**src/rtl/seg7_pkg.sv**
```systemverilog
// Shared constants and types for the four-digit multiplexed seven-segment scanner.
package seg7_pkg;

  localparam int unsigned NUM_DIGITS = 4;
  localparam logic [6:0]  SEG_BLANK  = 7'h7F;
  localparam logic [3:0]  AN_OFF     = 4'hF;

  typedef logic [1:0] digit_idx_t;

  // One complete display word: four BCD digits plus their decimal points.
  typedef struct packed {
    logic [15:0] bcd;
    logic [3:0]  dp;
  } disp_word_t;

endpackage : seg7_pkg

```
**src/rtl/segment7.sv**
```systemverilog
// BCD to active-low seven-segment decoder, {a..g}; non-BCD codes render blank.
module segment7
  import seg7_pkg::*;
(
  input  logic [3:0] bcd,
  output logic [6:0] seg_c
);

  always_comb begin
    seg_c = SEG_BLANK;
    case (bcd)
      4'd0:    seg_c = 7'b0000001;
      4'd1:    seg_c = 7'b1001111;
      4'd2:    seg_c = 7'b0010010;
      4'd3:    seg_c = 7'b0000110;
      4'd4:    seg_c = 7'b1001100;
      4'd5:    seg_c = 7'b0100100;
      4'd6:    seg_c = 7'b0100000;
      4'd7:    seg_c = 7'b0001111;
      4'd8:    seg_c = 7'b0000000;
      4'd9:    seg_c = 7'b0000100;
      default: seg_c = SEG_BLANK;
    endcase
  end

endmodule : segment7

```
**src/rtl/seg7_scan_ctrl.sv**
```systemverilog
// Time-multiplexed scan of four BCD digits with a one-deep load buffer that is
// committed only at frame boundaries, leading-zero blanking and anti-ghost gaps.
module seg7_scan_ctrl
  import seg7_pkg::*;
#(
  parameter int unsigned CLK_DIV   = 50000,
  parameter int unsigned BLANK_CYC = 4
) (
  input  logic        clk,
  input  logic        rst_n,
  input  logic        load_valid,
  input  logic [15:0] load_bcd,
  input  logic [3:0]  load_dp,
  output logic        load_ready,
  input  logic        blank_lz,
  output logic [3:0]  an,
  output logic [6:0]  seg,
  output logic        dp,
  output logic        frame_tick
);

  localparam int unsigned CNT_W = $clog2(CLK_DIV);
  localparam logic [CNT_W-1:0] CNT_LAST  = CNT_W'(CLK_DIV - 1);
  localparam logic [CNT_W-1:0] BLANK_END = CNT_W'(BLANK_CYC);
  localparam digit_idx_t       IDX_LAST  = digit_idx_t'(NUM_DIGITS - 1);

  logic [CNT_W-1:0] cnt;
  digit_idx_t       idx;
  disp_word_t       active;
  disp_word_t       pending;
  logic             pending_full;

  logic       slot_end_c;
  logic       frame_end_c;
  logic       accept_c;
  logic [3:0] cur_bcd_c;
  logic [6:0] dec_seg_c;
  logic       lz_blank_c;

  assign slot_end_c  = (cnt == CNT_LAST);
  assign frame_end_c = slot_end_c && (idx == IDX_LAST);
  assign accept_c    = load_valid && !pending_full;
  assign load_ready  = !pending_full;
  assign cur_bcd_c   = active.bcd[{idx, 2'b00} +: 4];

  // A digit is a leading zero when it and every more-significant digit are zero.
  always_comb begin
    logic z3, z2, z1;
    z3 = (active.bcd[15:12] == 4'd0);
    z2 = z3 && (active.bcd[11:8] == 4'd0);
    z1 = z2 && (active.bcd[7:4] == 4'd0);
    lz_blank_c = 1'b0;
    case (idx)
      2'd1:    lz_blank_c = blank_lz && z1;
      2'd2:    lz_blank_c = blank_lz && z2;
      2'd3:    lz_blank_c = blank_lz && z3;
      default: lz_blank_c = 1'b0;
    endcase
  end

  segment7 u_segment7 (
    .bcd   (cur_bcd_c),
    .seg_c (dec_seg_c)
  );

  always_ff @(posedge clk or negedge rst_n) begin
    if (!rst_n) begin
      cnt          <= '0;
      idx          <= '0;
      active       <= '0;
      pending      <= '0;
      pending_full <= 1'b0;
      frame_tick   <= 1'b0;
      an           <= AN_OFF;
      seg          <= SEG_BLANK;
      dp           <= 1'b1;
    end else begin
      cnt        <= slot_end_c ? '0 : cnt + CNT_W'(1);
      frame_tick <= frame_end_c;
      if (slot_end_c) begin
        idx <= idx + digit_idx_t'(1);
      end

      // Accept and commit are exclusive: accept needs the buffer empty.
      if (accept_c) begin
        pending      <= '{bcd: load_bcd, dp: load_dp};
        pending_full <= 1'b1;
      end else if (frame_end_c && pending_full) begin
        active       <= pending;
        pending_full <= 1'b0;
      end

      if (cnt < BLANK_END) begin
        an  <= AN_OFF;
        seg <= SEG_BLANK;
        dp  <= 1'b1;
      end else begin
        an  <= ~(4'b0001 << idx);
        seg <= lz_blank_c ? SEG_BLANK : dec_seg_c;
        dp  <= !active.dp[idx];
      end
    end
  end

endmodule : seg7_scan_ctrl
```
**config.mk**
```make
export PLATFORM = sky130hd
export DESIGN_NAME = seg7_scan_ctrl
export DESIGN_NICKNAME = d
export VERILOG_FILES = /design/src/rtl/seg7_pkg.sv /design/src/rtl/segment7.sv /design/src/rtl/seg7_scan_ctrl.sv
export SDC_FILE = /design/constraint.sdc
export NUM_CORES = 1
export LEC_CHECK = 0
export BUFFER_PORTS_ARGS = -buffer_cell sky130_fd_sc_hd__buf_2
export CAP_MARGIN = 15
export CELL_PAD_IN_SITES_DETAIL_PLACEMENT = 2
export CELL_PAD_IN_SITES_GLOBAL_PLACEMENT = 2
export CORE_MARGIN = 2
export CORE_UTILIZATION = 23
export CTS_CLUSTER_DIAMETER = 100
export DETAILED_ROUTE_END_ITERATION = 12
export PLACE_DENSITY = 0.5
export SLEW_MARGIN = 30
export SYNTH_ARGS = -nofsm -noshare
export SYNTH_HDL_FRONTEND = slang
export SYNTH_HIERARCHICAL = 1
export SYNTH_SLANG_ARGS = --single-unit
```
**constraint.sdc**
```tcl
create_clock -name clk -period 2.5 [get_ports clk]
set_input_delay 0.5 -clock clk [delete_from_list [all_inputs] [get_ports clk]]
set_output_delay 0.5 -clock clk [all_outputs]
set_load 0.02 [all_outputs]
```
==> run metrics, run 1 <==
status finished clean; cell internal pwr approximately 2.1 mW; reg2reg start idx[0]; drc violations 0; Ports 38; Final ANT Viol Nets 0; clock buffer depth 2; Post-synth EDFFs 0; final setup TNS 0 ps; layout cells sized above 1 between 30% and 40%; synth warn 6; fin cells slightly below 500; CTS Buf Count 9; Net Sw Power 0.537 mW; worst-margin pin slew just over 600 ps; final WL approximately 7200 µm; Power, Total ~2.7 mW; placed cells 466; clock sink count 72; Die Y 124 µm; FMAX 487 MHz; Seq cells post-synth 72; Seq/Total Area, Yosys a little under three fifths; crit path DAT about 2300 ps; num rows 43; Critical Path Start Type register; Area Growth Syn to Fin 22.2%; core area between 0.01 and 0.015 mm²; CTS resizes 0; relative slew slack between 50 and 60%; Total Die Area approximately 0.015 mm²; Die X ~120 µm; critical path fanouts, max 6; Mapped Area 0.00329 mm²; Design Area, Final between 0.004 and 0.005 mm²; syn nets approximately 290; total of max-cap violations 0; Comb power frac approximately 3%; Hold Slack roughly 180 ps; clock tree root driver cell clkbuf_16; final design utilization 28.8%; Critical R2R Capture seg[5]; Via density ~4.4; PD cells roughly 670 mW/mm²; clk slew on worst S/H paths about 60 ps; Final WS setup between 400 and 500 ps; final RePlAce weighted congestion between 0.7 and 0.8; TritonRoute pass-1 iters 3; ANT cells 0; worst setup path class register to register; first-pass GRT wire length around 12000 µm; ys async rst share 100%; Layout Nets roughly 330; Hold Vio Cnt, Final 0; GR Overflow Total 0; Gate Count Post-Synth around 250; H-tree Lvls 3; critical path launch point idx[0]; Hold Buf Count CTS 0; number of setup buffers added after CTS 0; PortBufs 37; RSZ-0062 raised after global routing false; Flop pwr share 45.6%; fin. max-slew vios 0; Sw Share between 10% and 20%; later-pin clock latency in the skew report about 340 ps; gr usage total 11.0%; CTS tree built; Worst Setup End Kind register; worst hold path class primary input to asynchronous set/reset pin; clock period minus worst slack 2050 ps; wire length per cell between 15 and 20 µm; mean post-synth cell area about 13 µm²; R2R setup slack between 400 and 500 ps; Critical Path RT around 2800 ps; skew final 7.49 ps; Synth cell types 39; cell leakage power between 1.5 and 2 nW; DP Area approximately 0.0037 mm²; Main synth FF type dfrtp_1; Placement Setup Slack 459 ps; Final period util 82.2%; Vias ~2100; DP Wirelength between 5000 and 6000 µm; Clock Power Share around half; initial antenna violation count 0; Initial DRC Count between 40 and 50; Final Setup Violations 0; cells on worst reg2reg path 6; vias in the first global route between 2000 and 2500; Initial Util 23.6%; largest net degree at the start of global routing 73; Peak VDD IR between 0.0003 and 0.0004 V
layout make-up:
class                   count  area (µm²)
fillers                  1491        9920
flip-flops and latches     72        1820
multi-input cells         162        1380
clock buffers              13         250
repair buffers             43         243
well taps                 180         225
clock inverters             3        67.6
inverters                   9        33.8
metal layers:
metal | global-route usage [%] | wire length (µm) | up-vias
met1 | 13.9 | 3420 | 1083
li1 | - | - | 981
met4 | 4.90 | 114 | 0
met2 | 16.9 | 3390 | 37
met3 | 3.78 | 316 | 8
met5 | 0 | 0 | -
cell families after synthesis:
group,synth area share (%)
AO/OA/AOI/OAI,2.44
XOR/XNOR,3.46
flip-flops,55.3
adder cells (fa/ha/maj),3.81
AND/OR/NAND/NOR,14.2
multiplexers,18.1
buffers and inverters,2.82
power by group through the flow:
stage	Sequential, mW	Clock [mW]	Combinational [mW]
5_1_grt	1.23	1.48	0.0911
3_5_place_dp	1.25	0	0.0832
4_1_cts	1.23	1.44	0.0839
2_1_floorplan	1.24	0	0.0330
3_3_place_gp	1.25	0	0.0804
6_report	1.23	1.38	0.0795
cells in the mapped netlist, types with 2 or more instances:
library cell  instances  area [µm²]
dfstp_2              12         315
dfrtp_1              60        1500
ha_1                 10         125
and2_1                2        12.5
nand2b_1              4        25.0
o21ai_0               6        30.0
mux4_2                5         113
nand2_1              18        67.6
nor4_1                7        43.8
nor2_1               17        63.8
and4_1                3        26.3
clkbuf_1              3        11.3
nand3_1               4        20.0
mux2_2               40         450
a21oi_1               2        10.0
xor2_1                7        61.3
xnor2_1               6        52.6
buf_6                 3        33.8
mux2i_1               2        20.0
nor4_4                2        42.5
inv_1                 9        33.8
nand3b_1              7        52.6
buf_2                 2        10.0
and3_1                2        12.5
nand4_1               5        31.3
registers in the layout, summed over array words and instances, names as in the netlist, 2 cells and up:
name / flops
pending: 20
active: 20
an: 4
cnt: 16
idx: 2
seg: 7
layout by cell type (no fill, tap or decap), types with 3 or more instances in the layout:
cell type	instances
nand3_1	4
clkbuf_1	3
and4_1	3
nand2b_1	4
inv_1	9
clkbuf_16	9
dfrtp_1	60
buf_2	37
ha_1	10
nand3b_1	7
nor2_1	17
mux2_2	40
xnor2_1	6
xor2_1	7
nand2_1	18
buf_4	5
o21ai_0	6
mux4_2	5
dfstp_2	12
nand4_1	5
nor4_1	7
worst max-delay path: stages, from the launching register on:
cell      delay (ps)
dfrtp_1          500
mux4_2           640
inv_1            160
ha_1             260
o21ai_0          140
o21ai_0          100
nand3b_1         170
how the worst max path moves through the flow:
stage               endpoint  cells past startpoint
floorplan             seg[3]                      7
global placement      seg[5]                      6
detailed placement    seg[5]                      6
CTS                   seg[5]                      6
global route          seg[5]                      6
finish                seg[5]                      6
(Power assumes the default switching activity.)
==> run 2, diff against run 1 <==
--- a/config.mk
+++ b/config.mk
@@ -5,6 +5,7 @@
 export SDC_FILE = /design/constraint.sdc
 export NUM_CORES = 1
 export LEC_CHECK = 0
+export ABC_AREA = 1
 export BUFFER_PORTS_ARGS = -buffer_cell sky130_fd_sc_hd__buf_2
 export CAP_MARGIN = 15
 export CELL_PAD_IN_SITES_DETAIL_PLACEMENT = 2
@@ -13,7 +14,7 @@
 export CORE_UTILIZATION = 23
 export CTS_CLUSTER_DIAMETER = 100
 export DETAILED_ROUTE_END_ITERATION = 12
-export PLACE_DENSITY = 0.5
+export PLACE_DENSITY = 0.56
 export SLEW_MARGIN = 30
 export SYNTH_ARGS = -nofsm -noshare
 export SYNTH_HDL_FRONTEND = slang
==> constraint.sdc (replaced) <==
create_clock -name clk -period 1.9 [get_ports clk]
set_input_delay 0.38 -clock clk [delete_from_list [all_inputs] [get_ports clk]]
set_output_delay 0.38 -clock clk [all_outputs]
set_load 0.02 [all_outputs]
==> run 2 against run 1 <==
Against the previous run:
- clock-buffer cell count fell by 2
- global-route usage rose by 2.1 points
- die area rose by 5.6%
- clock skew fell by 1.0 ps
- critical path type unchanged
- largest cell class unchanged
- largest power group unchanged
==> run metrics, run 2 <==
vias in the first global route between 3000 and 4000; Critical Path RT around 2200 ps; worst hold path class primary input to asynchronous set/reset pin; Vias just under 3000; Total Die Area about 0.016 mm²; Worst path max stage delay 430 ps; Mapped Area about 0.0035 mm²; clock sink count 72; worst-margin pin slew between 500 and 600 ps; fraction of the mapped netlist area in simple logic gates a little under a third; Area Growth Syn to Fin 24.2%; synth warn 6; Post-Synth Adder-Cell Area 3.60%; Die Y ~130 µm; Hold Slack between 50 and 60 ps; final setup TNS 0 ps; Initial Util 23.8%; status finished clean; Initial DRC Count ~120; FMAX between 500 and 600 MHz; num rows between 40 and 50; Synth cell types 26; core area 0.0146 mm²; final design utilization around 30%; syn nets 464; later-pin clock latency in the skew report 340 ps; final RePlAce weighted congestion around 0.77; top flop regs active: 20 flops, pending: 20 flops, cnt: 16 flops; Layout fillers 1725; Main synth FF type dfrtp_1; largest net degree at the start of global routing 73; Final period util around nine tenths; Hold Vio Cnt, Final 0; most common cell after layout, fill and taps aside nand2_1; GR Overflow Total 0; Critical Path Start Type register; Area contributors post-synth dfrtp_1, nand2_1, dfstp_2, nor2_1, nand4_1; CTS Buf Count 9; Post-synth EDFFs 0; GRT Max-Usage Layer met2; fin. max-slew vios 0; Placement Setup Slack approximately 150 ps; post-synth top area cell dfrtp_1; Die X about 130 µm; Worst Setup End Kind register; drc violations 0; Ports 38; Peak VDD IR 0.000392 V; DP Wirelength around 7000 µm; met3 usage under 10%; met2 Use GR between 20% and 30%; Seq/Total Area, Yosys between 50% and 60%; Slowest cell on crit path dfrtp_1; clock buffer depth 2; mean post-synth cell area 8.09 µm²; initial antenna violation count 0; relative slew slack 61.8%; Layout Nets 512; total of max-cap violations 0; mux cell area share after synthesis 0%; Final ANT Viol Nets 0; Seq cells post-synth 72; first-pass GRT wire length 16700 µm; ANT cells 0; Final Setup Violations 0; skew final 6.48 ps; CP cell instances inv_1 -> buf_4 -> o21ai_0 -> o22ai_1 -> buf_4 -> o21ai_2 -> nand2_1 -> nor2_1 -> nand2_1; worst setup path class register to register; crit path DAT 2000 ps; PD cells 836 mW/mm²; largest family of logic cells by synthesized area simple AND/OR/NAND/NOR gates; H-tree Lvls 3; final WL around 9600 µm; clk slew on worst S/H paths ~60 ps; XOR/XNOR Fraction of Synth Area a little over 2%; wire length per cell about 14 µm; clock tree root driver cell clkbuf_16; layout cells sized above 1 19.5%; Via density 4.42; CTS tree built; cell leakage power roughly 2.3 nW; Synth top cells by count nand2_1, dfrtp_1, nor2_1, inv_1, nand4_1; TritonRoute pass-1 iters 4; Gate Count Post-Synth 430; GRT met1 Usage between 10% and 20%; fraction of the mapped netlist area in compound gates under 10%; critical path fanouts, max 6; top-area cell type share of the netlist area a little over two fifths; PortBufs 37; clock period minus worst slack approximately 1700 ps; RSZ-0062 raised after global routing false; ys async rst share 100%; Final WS setup around 160 ps; most common cell in the netlist nand2_1; gr usage total roughly an eighth; most frequent cells in the layout nand2_1, dfrtp_1, nor2_1, buf_2, inv_1
-- run 2: cell count changes in the layout (fill, tap and decap cells not counted), moves of 8 or more --
cell	before	now
nand2_1	18	161
mux2_2	40	0
nor2_1	17	46
inv_1	9	33
nand4_1	5	23
nand3_1	4	17
buf_4	5	13
-- run 2: worst max-delay path, delay by kind of cell (launching register included) --
kind	cells	cell delay, ps
compound gates	3	490
buf+inv	3	460
flops	1	430
simple gates	3	270
-- run 2: kinds of logic after synthesis --
kind of cell,Yosys count
AOI/OAI and AO/OA,25
DFF,72
adders and majority gates,10
buffers and inverters,52
and+or+nand+nor,263
xor gates and xnor gates,8
-- run 2: worst paths after layout --
kind                        startpoint  slack [ps]    endpoint  cells after the start
min in group clk           load_bcd[5]         240  pending[9]                      3
hold reg to reg                 cnt[0]         470      cnt[0]                      1
hold / removal                   rst_n          60     cnt[11]                      2
max in group asynchronous        rst_n        1490       an[3]                      2
setup / recovery                idx[1]         160      seg[5]                      9
setup reg to reg                idx[1]         160      seg[5]                      9
-- run 2: stage by stage --
stage / power, mW / instance area [µm²] / cells
3_3_place_gp: 1.62 / 3950 / 651
4_1_cts: 3.69 / 4310 / 667
2_1_floorplan: 1.56 / 3490 / 430
6_report: 3.61 / 4320 / 667
3_5_place_dp: 1.62 / 3950 / 651
5_1_grt: 3.74 / 4320 / 667
-- run 2: what timing repair did --
action                                  CTS  global route
endpoints found under the setup margin    0             5
setup buffers                             0             0
hold buffers                              0             0
resized for setup                         0             6
-- run 2: per-layer routing --
layer  share of wire, %  up-vias
li1                   -     1459
met1                 51     1437
met2                 44       41
met3                2.7       14
met4                2.4        0
met5                  0        -
-- run 2: cell type report --
cell class	instances	area, µm²	area share, %
flip-flops and latches	72	1820	42.0
multi-input cells	306	1460	33.7
well taps	184	230	5.33
repair buffers	52	323	7.47
inverters	37	139	3.21
clock inverters	5	103	2.37
clock buffers	11	253	5.85
-- run 2: power breakdown --
group	total (mW)	internal, mW	switching (mW)	leakage [nW]
clock	2.02	1.35	0.668	0.172
sequential	1.53	1.53	0	0.944
combinational	0.0574	0.0206	0.0368	1.15
